$ cat src/rtl/heartbeat_gen.sv
// Processor-side heartbeat transmitter: kick-gated Gray-code heartbeat with
// stall on kick timeout or injected fault, FDU POR hold and prime reporting.
module heartbeat_gen #(
    parameter int unsigned BEAT_PERIOD  = 5000000,
    parameter int unsigned KICK_TIMEOUT = 25000000
) (
    input  logic       clk,
    input  logic       reset,
    input  logic       kick,
    input  logic       fault_inject,
    input  logic       por_in,
    input  logic [1:0] prime_in,
    input  logic       unit_id,
    output logic [2:0] hb,
    output logic       is_prime,
    output logic       sw_reset,
    output logic [1:0] status
);

    localparam int unsigned BW = $clog2(BEAT_PERIOD) + 1;
    localparam int unsigned KW = $clog2(KICK_TIMEOUT) + 1;

    typedef enum logic [1:0] {
        S_IDLE    = 2'b00,
        S_RUN     = 2'b01,
        S_STALLED = 2'b10,
        S_PORHOLD = 2'b11
    } state_t;

    state_t          state;
    state_t          state_d;
    logic            por_q1;
    logic            por_s;
    logic [BW-1:0]   beat_cnt;
    logic [KW-1:0]   kick_cnt;
    logic            beat_wrap;
    logic            kick_expired;
    logic            run_stay;
    logic            kick_live;
    logic            prime_match;

    // Next Gray code in the 000,001,011,010,110,111,101,100 ring
    function automatic logic [2:0] gray_next(input logic [2:0] g);
        logic [2:0] n;
        case (g)
            3'b000:  n = 3'b001;
            3'b001:  n = 3'b011;
            3'b011:  n = 3'b010;
            3'b010:  n = 3'b110;
            3'b110:  n = 3'b111;
            3'b111:  n = 3'b101;
            3'b101:  n = 3'b100;
            default: n = 3'b000;
        endcase
        return n;
    endfunction

    // POR request synchronizer
    always_ff @(posedge clk or negedge reset) begin
        if (!reset) begin
            por_q1 <= 1'b0;
            por_s  <= 1'b0;
        end else begin
            por_q1 <= por_in;
            por_s  <= por_q1;
        end
    end

    // State register
    always_ff @(posedge clk or negedge reset) begin
        if (!reset) state <= S_IDLE;
        else        state <= state_d;
    end

    // Next-state logic and counter controls
    always_comb begin
        state_d      = state;
        beat_wrap    = (beat_cnt == BW'(BEAT_PERIOD - 1));
        kick_expired = (kick_cnt == KW'(KICK_TIMEOUT - 1));
        prime_match  = (!unit_id && prime_in == 2'b01) || (unit_id && prime_in == 2'b10);
        if (por_s) begin
            state_d = S_PORHOLD;
        end else begin
            case (state)
                S_PORHOLD: state_d = S_IDLE;
                S_IDLE:    if (kick && !fault_inject) state_d = S_RUN;
                S_RUN: begin
                    if (fault_inject)               state_d = S_STALLED;
                    else if (!kick && kick_expired) state_d = S_STALLED;
                end
                S_STALLED: if (kick && !fault_inject) state_d = S_RUN;
                default:   state_d = state;
            endcase
        end
        run_stay  = (state == S_RUN) && (state_d == S_RUN);
        // Any change of state other than RUN<->STALLED restarts the kick watchdog
        kick_live = (state == S_RUN || state == S_STALLED) &&
                    (state_d == S_RUN || state_d == S_STALLED);
    end

    // Counters and registered outputs
    always_ff @(posedge clk or negedge reset) begin
        if (!reset) begin
            beat_cnt <= '0;
            kick_cnt <= '0;
            hb       <= 3'b000;
            sw_reset <= 1'b0;
            is_prime <= 1'b0;
        end else begin
            if (run_stay) beat_cnt <= beat_wrap ? '0 : beat_cnt + BW'(1);
            else          beat_cnt <= '0;

            if (!kick_live || kick)                     kick_cnt <= '0;
            else if (kick_cnt != KW'(KICK_TIMEOUT))     kick_cnt <= kick_cnt + KW'(1);

            if (state_d == S_PORHOLD)     hb <= 3'b000;
            else if (run_stay && beat_wrap) hb <= gray_next(hb);

            sw_reset <= (state_d == S_PORHOLD);
            is_prime <= (state_d != S_PORHOLD) && prime_match;
        end
    end

    assign status = state;

endmodule

$ cat config.mk
export PLATFORM = sky130hd
export DESIGN_NAME = heartbeat_gen
export DESIGN_NICKNAME = d
export VERILOG_FILES = /design/src/rtl/heartbeat_gen.sv
export SDC_FILE = /design/constraint.sdc
export NUM_CORES = 1
export LEC_CHECK = 0
export CAP_MARGIN = 10
export CELL_PAD_IN_SITES_DETAIL_PLACEMENT = 1
export CELL_PAD_IN_SITES_GLOBAL_PLACEMENT = 1
export CORE_MARGIN = 2
export CORE_UTILIZATION = 47
export CTS_CLUSTER_DIAMETER = 150
export DETAILED_ROUTE_END_ITERATION = 10
export PLACE_DENSITY = 0.77
export SYNTH_ARGS = -nofsm -noshare
export SYNTH_HDL_FRONTEND = slang
export SYNTH_SLANG_ARGS = --single-unit
$ cat constraint.sdc
create_clock -name clk -period 3.1 [get_ports clk]
set_clock_uncertainty 0.2 [all_clocks]
set_input_delay 0.465 -clock clk [delete_from_list [all_inputs] [get_ports clk]]
set_output_delay 0.465 -clock clk [all_outputs]
set_load 0.005 [all_outputs]
Word level (Yosys, flattened, before mapping)
Cells that the tools add are included.
{"block": "word_totals", "inputBits": 8, "wordCells": 61, "out_inout_bits": 7, "regBits": 59}
{"block": "classes", "add_sub_neg": 2, "muxes": 12, "n_eq_ne": 18, "n_reduce_logical": 21}
{"cell": "26-bit 2-to-1 mux", "count": 2}
{"cell": "24-bit 2-to-1 mux", "count": 2}
{"cell": "26-bit by 1-bit adder with 26-bit output (second input constant)", "count": 1}
{"cell": "26-bit by 25-bit equality test with 1-bit output (second input constant)", "count": 1}
{"cell": "26-bit by 25-bit != test with 1-bit output (second input constant)", "count": 1}
{"cell": "24-bit by 1-bit adder with 24-bit output (second input constant)", "count": 1}
{"cell": "24-bit by 23-bit equality test with 1-bit output (second input constant)", "count": 1}
{"cell": "3-bit case mux with 7 select lines", "count": 1}
{"cell": "2-bit equality test (second input constant)", "count": 5}
{"cell": "3-bit equality test (second input constant)", "count": 3}
{"cell": "1-bit logical AND", "count": 8}
{"cell": "2-bit 2-to-1 mux", "count": 4}
{"cell": "2-bit by 1-bit equality test with 1-bit output (second input constant)", "count": 3}
{"cell": "3-bit by 2-bit equality test with 1-bit output (second input constant)", "count": 2}
{"cell": "3-bit 2-to-1 mux", "count": 2}
{"cell": "2-bit case mux with 3 select lines", "count": 1}
{"cell": "1-bit zero test", "count": 4}
{"cell": "1-bit logical OR", "count": 4}
{"cell": "2-bit nonzero test", "count": 2}
{"cell": "3-bit by 1-bit equality test with 1-bit output (second input constant)", "count": 1}
{"cell": "3-bit zero test", "count": 1}
{"cell": "2-bit zero test", "count": 1}
{"cell": "2-bit != test (second input constant)", "count": 1}
{"cell": "2-bit OR reduction", "count": 1}

Logic depth before layout (Yosys ltp)
Gate-level depths: netlist of the first run.
{"block": "depth", "depth_word": 12, "ltp_mapped": 11, "depth_no_buf": 11}

Worst setup path before layout of the first run
No wires, ideal clock.
{"block": "synth_timing", "path_kind": "reg-to-reg", "startpoint": "register kick_cnt[7]", "endpoint": "register beat_cnt[10]", "period_less_slack_ns": 2.746, "stages_incl_launch_ff": 10, "slack_ns": 0.354, "t_arrival_ns": 2.414, "path_buffers": 1, "setup_ns": 0.132, "cell_sequence": "dfrtp_1 > or4b_1 > nor4_1 > nand4_1 > a211o_1 > ha_1 > nand2_1 > o21bai_1 > clkbuf_1 > nor2_1"}
{"block": "synth_via", "elab_chain_len": 9}
{"item": "start, declared", "line": "35", "text": "logic [KW-1:0] kick_cnt;"}
{"item": "start signal, assigned", "line": "114", "text": "else if (kick_cnt != KW'(KICK_TIMEOUT)) kick_cnt <= kick_cnt + KW'(1);"}
{"item": "26-bit by 25-bit equality test with 1-bit output", "line": "79", "text": "kick_expired = (kick_cnt == KW'(KICK_TIMEOUT - 1));"}
{"item": "1-bit logical AND", "line": "89", "text": "else if (!kick && kick_expired) state_d = S_STALLED;"}
{"item": "2-bit 2-to-1 mux", "line": "89"}
{"item": "2-bit 2-to-1 mux", "line": "88", "text": "if (fault_inject) state_d = S_STALLED;"}
{"item": "2-bit case mux with 3 select lines", "line": "84", "text": "case (state)"}
{"item": "2-bit 2-to-1 mux", "line": "81", "text": "if (por_s) begin"}
{"item": "named net state_d[0]", "line": "31", "text": "state_t state_d;"}
{"item": "2-bit by 1-bit equality test with 1-bit output", "line": "95", "text": "run_stay = (state == S_RUN) && (state_d == S_RUN);"}
{"item": "1-bit logical AND", "line": "95"}
{"item": "24-bit 2-to-1 mux", "line": "110", "text": "if (run_stay) beat_cnt <= beat_wrap ? '0 : beat_cnt + BW'(1);"}
{"item": "end signal, assigned", "line": "110"}
{"item": "end, declared", "line": "34", "text": "logic [BW-1:0] beat_cnt;"}
The timed path passes the listed nets, and every way through them passes these cells.
A chain may end at the register's enable or synchronous reset.

Worst setup path after layout of the first run
{"block": "layout_timing", "startpoint": "register kick_cnt[7]", "endpoint": "register hb[0]"}
{"block": "layout_via", "elab_chain_len": 10, "word_cells_on_any_way": 12, "classes_between": "eq/ne (3); mux (5); reduce/logical (4)"}
{"item": "26-bit by 25-bit equality test with 1-bit output (*)", "line": "79"}
{"item": "1-bit logical AND (*)", "line": "89"}
{"item": "2-bit 2-to-1 mux (*)", "line": "89"}
{"item": "2-bit 2-to-1 mux (*)", "line": "88"}
{"item": "2-bit case mux with 3 select lines (*)", "line": "84"}
{"item": "2-bit 2-to-1 mux (*)", "line": "81"}
{"item": "named net state_d[0]", "line": "31"}
{"item": "2-bit by 1-bit equality test with 1-bit output", "line": "95"}
{"item": "1-bit logical AND", "line": "95"}
{"item": "1-bit logical AND", "line": "117", "text": "else if (run_stay && beat_wrap) hb <= gray_next(hb);"}
{"item": "2-bit nonzero test (no line)"}
{"item": "end signal, assigned", "line": "117"}
{"item": "end, declared", "line": "14", "text": "output logic [2:0] hb,"}
Mark *: on every way through the listed nets, which the timed path passes. The rest lies on a longest branch.

==> results of run 1 <==
## sequential cells by signal, indices dropped and copies added (netlist names)
name and count:
kick_cnt 26, beat_cnt 24, hb 3, status 2, is_prime 1, por_q1 1, por_s 1, sw_reset 1
## per-layer routing
metal,GRT usage,part of all wire,up-vias
met3,0.0314,0.016,12
met1,0.300,0.49,1387
met5,0,0,-
met4,0.0838,0.014,0
li1,-,-,1303
met2,0.387,0.48,27
## stage by stage
step                      setup WS, ps  hold slack, ps  TNS [ps]  power [mW]
final                              145             155         0        1.57
after global routing             -1.36             171     -1.36        1.64
after CTS                          159             161         0        1.58
after detailed placement           189             145         0       0.999
after global placement             256             136         0       0.992
after floorplan                    354           -30.6         0       0.907
## synth_stat cells, types with 2 or more instances
cell	instances
a211o_1	2
a21oi_1	26
and2_1	5
and3_1	6
and4_1	5
and4b_1	2
buf_2	2
clkbuf_1	8
dfrtp_1	59
ha_1	9
inv_1	14
nand2_1	21
nand2b_1	4
nand3_1	15
nand3b_1	2
nand4_1	18
nor2_1	33
nor3_1	10
nor4_1	7
nor4b_1	3
o21a_1	4
o21ai_0	14
o31ai_1	7
o41ai_1	2
or3_1	10
or4_1	13
xnor2_1	12
xor2_1	12
## cells by family (layout without fill, tap and decap cells)
family          Yosys count  in the layout  share of synthesized area
flops                    59             59                      0.460
compound gates           62             62                      0.117
simple gates            163            163                      0.290
fa+ha+maj                 9              9                     0.0351
xor+xnor                 24             24                     0.0655
buf+inv                  24             51                     0.0289
mux                       1              1                    0.00312
## worst max-delay path by stage
stage	start	to	slack, ps	cells past startpoint
6_report	kick_cnt[7]$_DFFE_PN0P_	hb[0]$_DFFE_PN0P_	150	9
5_1_grt	kick_cnt[7]$_DFFE_PN0P_	hb[0]$_DFFE_PN0P_	-1	9
4_1_cts	kick_cnt[7]$_DFFE_PN0P_	hb[0]$_DFFE_PN0P_	160	9
3_5_place_dp	kick_cnt[7]$_DFFE_PN0P_	hb[0]$_DFFE_PN0P_	190	9
3_3_place_gp	kick_cnt[7]$_DFFE_PN0P_	hb[0]$_DFFE_PN0P_	260	9
2_1_floorplan	kick_cnt[7]$_DFFE_PN0P_	beat_cnt[10]$_DFF_PN0_	350	9
## repair_timing
action,in CTS,in global routing
hold buffers,1,0
setup buffers,0,1
endpoints found under the setup margin,0,2
resized for setup,0,1
endpoints found under the hold margin,25,0
## critical path: stages, from the launching register on
cell,delay [ps]
dfrtp_1,410
or4b_1,590
nor4_2,160
nand4_1,200
a211o_1,350
ha_1,210
nand2_1,130
and4b_1,260
a211o_1,300
o31ai_1,60
## power by group through the flow
stage	Sequential (mW)	Combinational [mW]	Clock, mW
after global placement	0.816	0.175	0
after floorplan	0.814	0.0932	0
after detailed placement	0.817	0.182	0
after global routing	0.805	0.206	0.633
after CTS	0.802	0.184	0.598
final	0.802	0.181	0.583
## layout make-up
type                            count  area share
Multi-Input combinational cell    259       0.453
Tap cell                           80      0.0276
Clock buffer                       13      0.0382
Clock inverter                      3     0.00413
Timing Repair Buffer               21      0.0558
Sequential cell                    59       0.406
Inverter                           14      0.0145
==> flow_metrics.env, run 1 <==
export IMPL_outcome="completed"
export IMPL_seq_power_share=0.512
export IMPL_min_delay_worst_endpoint="por_s$_DFF_PN0_"
export IMPL_cts_buffers=9
export IMPL_ys_seq_area_frac=0.460
export IMPL_grt_pass1_vias=2870
export IMPL_min_from="por_q1$_DFF_PN0_"
export IMPL_r2r_end="hb[0]$_DFFE_PN0P_"
export IMPL_finalHoldViolCount=0
export IMPL_yosysUniqueCellTypes=45
export IMPL_maxSlewViolCount=0
export IMPL_start_kind="flip-flop"
export IMPL_drtAntennaViolNets=0
export IMPL_combPwrFrac=0.116
export IMPL_die_y_um=86.6
export IMPL_grt_pass1_wl_um=13600
export IMPL_ir_drop_mv=0.187
export IMPL_ctsLongestPathBuffers=2
export IMPL_grt_max_degree=37
export IMPL_start_util=0.480
export IMPL_totalWireLength_um=7970
export IMPL_worst_pin_slew_ps=653
export IMPL_dpl_hpwl_um=5630
export IMPL_ios=15
export IMPL_utilization=0.544
export IMPL_vias=2729
export IMPL_cts_sinks=59
export IMPL_grtUsageTotal=0.229
export IMPL_cts_tree="yes"
export IMPL_drv_cap=0
export IMPL_synthesis_nets=359
export IMPL_internal_power_mw=1.15
export IMPL_synth_warnings=0
export IMPL_wl_per_cell_um=17.7
export IMPL_crit_required_ps=3140
export IMPL_maxSlewHeadroom=0.558
export IMPL_switching_share=0.269
export IMPL_rows=30
export IMPL_layout_cells_most_common="dfrtp_1"
export IMPL_fmax_mhz=338
export IMPL_final_cell_count_no_fill=449
export IMPL_die_w_um=86.6
export IMPL_cp_data_arrival_time_ps=3000
export IMPL_ys_top_cells_by_area="dfrtp_1 (46%), a21oi_1 (4.1%), nor2_1 (3.9%)"
export IMPL_placed_area_mm2=0.00345
export IMPL_syn_avg_cell_area_um2=9.38
export IMPL_drtIter0Drc=123
export IMPL_worstHoldPathCells=0
export IMPL_reg2reg_from="kick_cnt[7]$_DFFE_PN0P_"
export IMPL_synthFlopType="dfrtp_1"
export IMPL_fin_crit_ps=2950
export IMPL_areaGrowthSynthToFinish_pct=13.2
export IMPL_drive_gt1_frac=0.0705
export IMPL_drcViolationCount=0
export IMPL_drtPass1Iterations=4
export IMPL_fin_nets=381
export IMPL_setup_violations=0
export IMPL_reg2reg_depth=9
export IMPL_clock_latency_ps=340
export IMPL_power_density_mw_per_mm2=431
export IMPL_multi_input_area_mm2=0.00165
export IMPL_overflow=0
export IMPL_portBuffers=14
export IMPL_dpl_cell_count=431
export IMPL_final_area_mm2=0.00363
export IMPL_core_area_mm2=0.00668
export IMPL_path_clk_slew_ps=60
export IMPL_endpoint_kind="flip-flop"
export IMPL_critPathMaxFanout=4
export IMPL_syn_area_mm2=0.00321
export IMPL_seq_area_mm2=0.00148
export IMPL_synth_seq_cells=59
export IMPL_rrSetupSlack_ps=150
export IMPL_viasPerCell=6.08
export IMPL_die_area_mm2=0.00751
export IMPL_antenna_found_initial=0
export IMPL_htreeDepth=3
export IMPL_layout_common_cells="dfrtp_1 (59), nor2_1 (33), a21oi_1 (26), nand2_1 (21), nand4_1 (18)"
export IMPL_min_period_over_period=0.953
export IMPL_p_clk_frac=0.372
export IMPL_diodes=0
export IMPL_path_class="reg -> reg"
export IMPL_async_reset_ff_frac=1.00
export IMPL_place_gp_congestion=0.764
export IMPL_leakagePower_nw=1.39
export IMPL_synth_edf_count=0
export IMPL_hp_class="reg -> reg"
export IMPL_p_sw_uw=421
export IMPL_cts_root_buf="clkbuf_8"
export IMPL_fill_cells=762
export IMPL_synth_top_cell_by_area="dfrtp_1"
export IMPL_netlist_instances=342
export IMPL_synth_top_area_frac=0.460
(Power assumes the default switching activity.)
==> inputs of run 2 (changes only) <==
- CAP_MARGIN: 10 -> unset
==> results of run 2 <==
Same layout as run 1: the final DEF is identical, and so are final timing and power.
==> inputs of run 3 (changes only) <==
- PLACE_DENSITY: 0.77 -> unset
- PLACE_DENSITY_LB_ADDON: unset -> 0.1
==> run 3 against run 2 <==
Compared with the run above:
- core utilization rose by 0.69 points
- hold slack got worse by 6.0 ps
- worst setup slack improved by 52 ps
- maximum frequency is 1.8% higher
- power increased by 8.0%
- via count grew 0.37%
- register-to-register slack improved by 50 ps
- sequential power about the same
- largest power group unchanged
- cell area is 1.3% higher
==> flow_metrics.env, run 3 (synthesis gave the netlist of run 1 again) <==
export IMPL_htreeDepth=3
export IMPL_leakagePower_nw=1.41
export IMPL_drv_cap=0
export IMPL_maxSlewViolCount=0
export IMPL_power_density_mw_per_mm2=460
export IMPL_setup_violations=0
export IMPL_timing_hold_ws_ps=149
export IMPL_largest_reg_flops=26
export IMPL_finalSetupTns_ps=0
export IMPL_start_kind="flip-flop"
export IMPL_overflow=0
export IMPL_layout_common_cells="dfrtp_1 (59), nor2_1 (33), a21oi_1 (26), nand2_1 (21), nand4_1 (18)"
export IMPL_ir_drop_mv=0.254
export IMPL_fill_cells=783
export IMPL_clock_latency_ps=350
export IMPL_grt_pass1_wl_um=14000
export IMPL_path_clk_slew_ps=70
export IMPL_ios=15
export IMPL_vias=2739
export IMPL_drcViolationCount=0
export IMPL_drtIter0Drc=93
export IMPL_antenna_found_initial=0
export IMPL_wl_per_cell_um=18.3
export IMPL_reg_top3="kick_cnt (26), beat_cnt (24), hb (3)"
export IMPL_grtUsageTotal=0.240
export IMPL_outcome="completed"
export IMPL_dpl_hpwl_um=5870
export IMPL_maxSlewHeadroom=0.488
export IMPL_cts_tree="yes"
export IMPL_portBuffers=14
export IMPL_die_y_um=86.6
export IMPL_place_gp_congestion=0.811
export IMPL_top_register="kick_cnt"
export IMPL_fmax_mhz=344
export IMPL_drtAntennaViolNets=0
export IMPL_totalWireLength_um=8270
export IMPL_critPathMaxFanout=4
export IMPL_die_w_um=86.6
export IMPL_core_area_mm2=0.00668
export IMPL_path_class="reg -> reg"
export IMPL_min_period_over_period=0.936
export IMPL_grt_max_degree=27
export IMPL_rows=30
export IMPL_cts_root_buf="clkbuf_8"
export IMPL_fin_crit_ps=2900
export IMPL_cp_data_arrival_time_ps=2950
export IMPL_finalHoldViolCount=0
export IMPL_die_area_mm2=0.00751
export IMPL_hp_class="reg -> reg"
export IMPL_diodes=0
export IMPL_layout_cells_most_common="dfrtp_1"
export IMPL_viasPerCell=6.07
export IMPL_worst_pin_slew_ps=757
export IMPL_grt_pass1_vias=2784
export IMPL_pre_cts_slack_ps=160
export IMPL_start_util=0.480
export IMPL_ctsLongestPathBuffers=2
export IMPL_cts_buffers=9
export IMPL_fin_nets=383
export IMPL_endpoint_kind="flip-flop"
export IMPL_drive_gt1_frac=0.0863
export IMPL_crit_required_ps=3150
export IMPL_drtPass1Iterations=4
export IMPL_fin_ws_ps=197
export IMPL_areaGrowthSynthToFinish_pct=14.6
export IMPL_cts_sinks=59
run 3: where the power goes:
group          internal, mW  switching [mW]
clock                 0.389           0.318
combinational        0.0736           0.109
sequential            0.785          0.0179
run 3: what timing repair did:
| action | 4_1_cts | 5_1_grt |
|---|---|---|
| endpoints found under the setup margin | 0 | 17 |
| buffers inserted | 0 | 1 |
| gates resized for setup | 0 | 2 |
| hold endpoints to repair | 24 | 0 |
| hold buffers | 1 | 0 |
run 3: area by class of cell:
type,count,area [um^2],share of cell area
Multi-Input combinational cell,259,1650,0.449
Sequential cell,59,1480,0.401
Timing Repair Buffer,23,205,0.0558
Clock buffer,11,141,0.0384
Tap cell,80,100,0.0272
Clock inverter,5,52.6,0.0143
Inverter,14,52.6,0.0143
run 3: final timing paths:
check                                             start                      to  slack [ps]  cells past startpoint
worst max-delay path            kick_cnt[7]$_DFFE_PN0P_       hb[0]$_DFFE_PN0P_         200                      9
worst min-delay path                   por_q1$_DFF_PN0_         por_s$_DFF_PN0_         150                      0
worst max register to register  kick_cnt[7]$_DFFE_PN0P_       hb[0]$_DFFE_PN0P_         200                      9
worst min register to register         por_q1$_DFF_PN0_         por_s$_DFF_PN0_         150                      0
max in group asynchronous                         reset         por_s$_DFF_PN0_        1490                      3
min in group asynchronous                         reset  beat_cnt[15]$_DFF_PN0_         470                      2
run 3: critical path, stage by stage (launching register included):
cell and delay [ps]:
dfrtp_1 440, or4b_4 580, nor4_2 140, nand4_1 150
a211o_1 330, ha_1 210, nand2_1 130, and4b_1 250
a211o_1 310, o31ai_1 60
run 3: stage by stage:
| stage | std cells | utilization | cell area [um^2] | power [mW] |
|---|---|---|---|---|
| final | 451 | 0.551 | 3680 | 1.69 |
| after detailed placement | 433 | 0.517 | 3460 | 0.999 |
| after CTS | 450 | 0.548 | 3660 | 1.71 |
| after global routing | 451 | 0.551 | 3680 | 1.76 |
| after global placement | 433 | 0.517 | 3460 | 0.994 |
| after floorplan | 342 | - | 3210 | 0.907 |
run 3: metal layers:
metal | global-route usage | vias to the layer above | share of wire
met1 | 0.283 | 1387 | 0.43
met5 | 0 | - | 0
met4 | 0.104 | 0 | 0.028
met3 | 0.0381 | 16 | 0.014
li1 | - | 1309 | -
met2 | 0.429 | 27 | 0.52
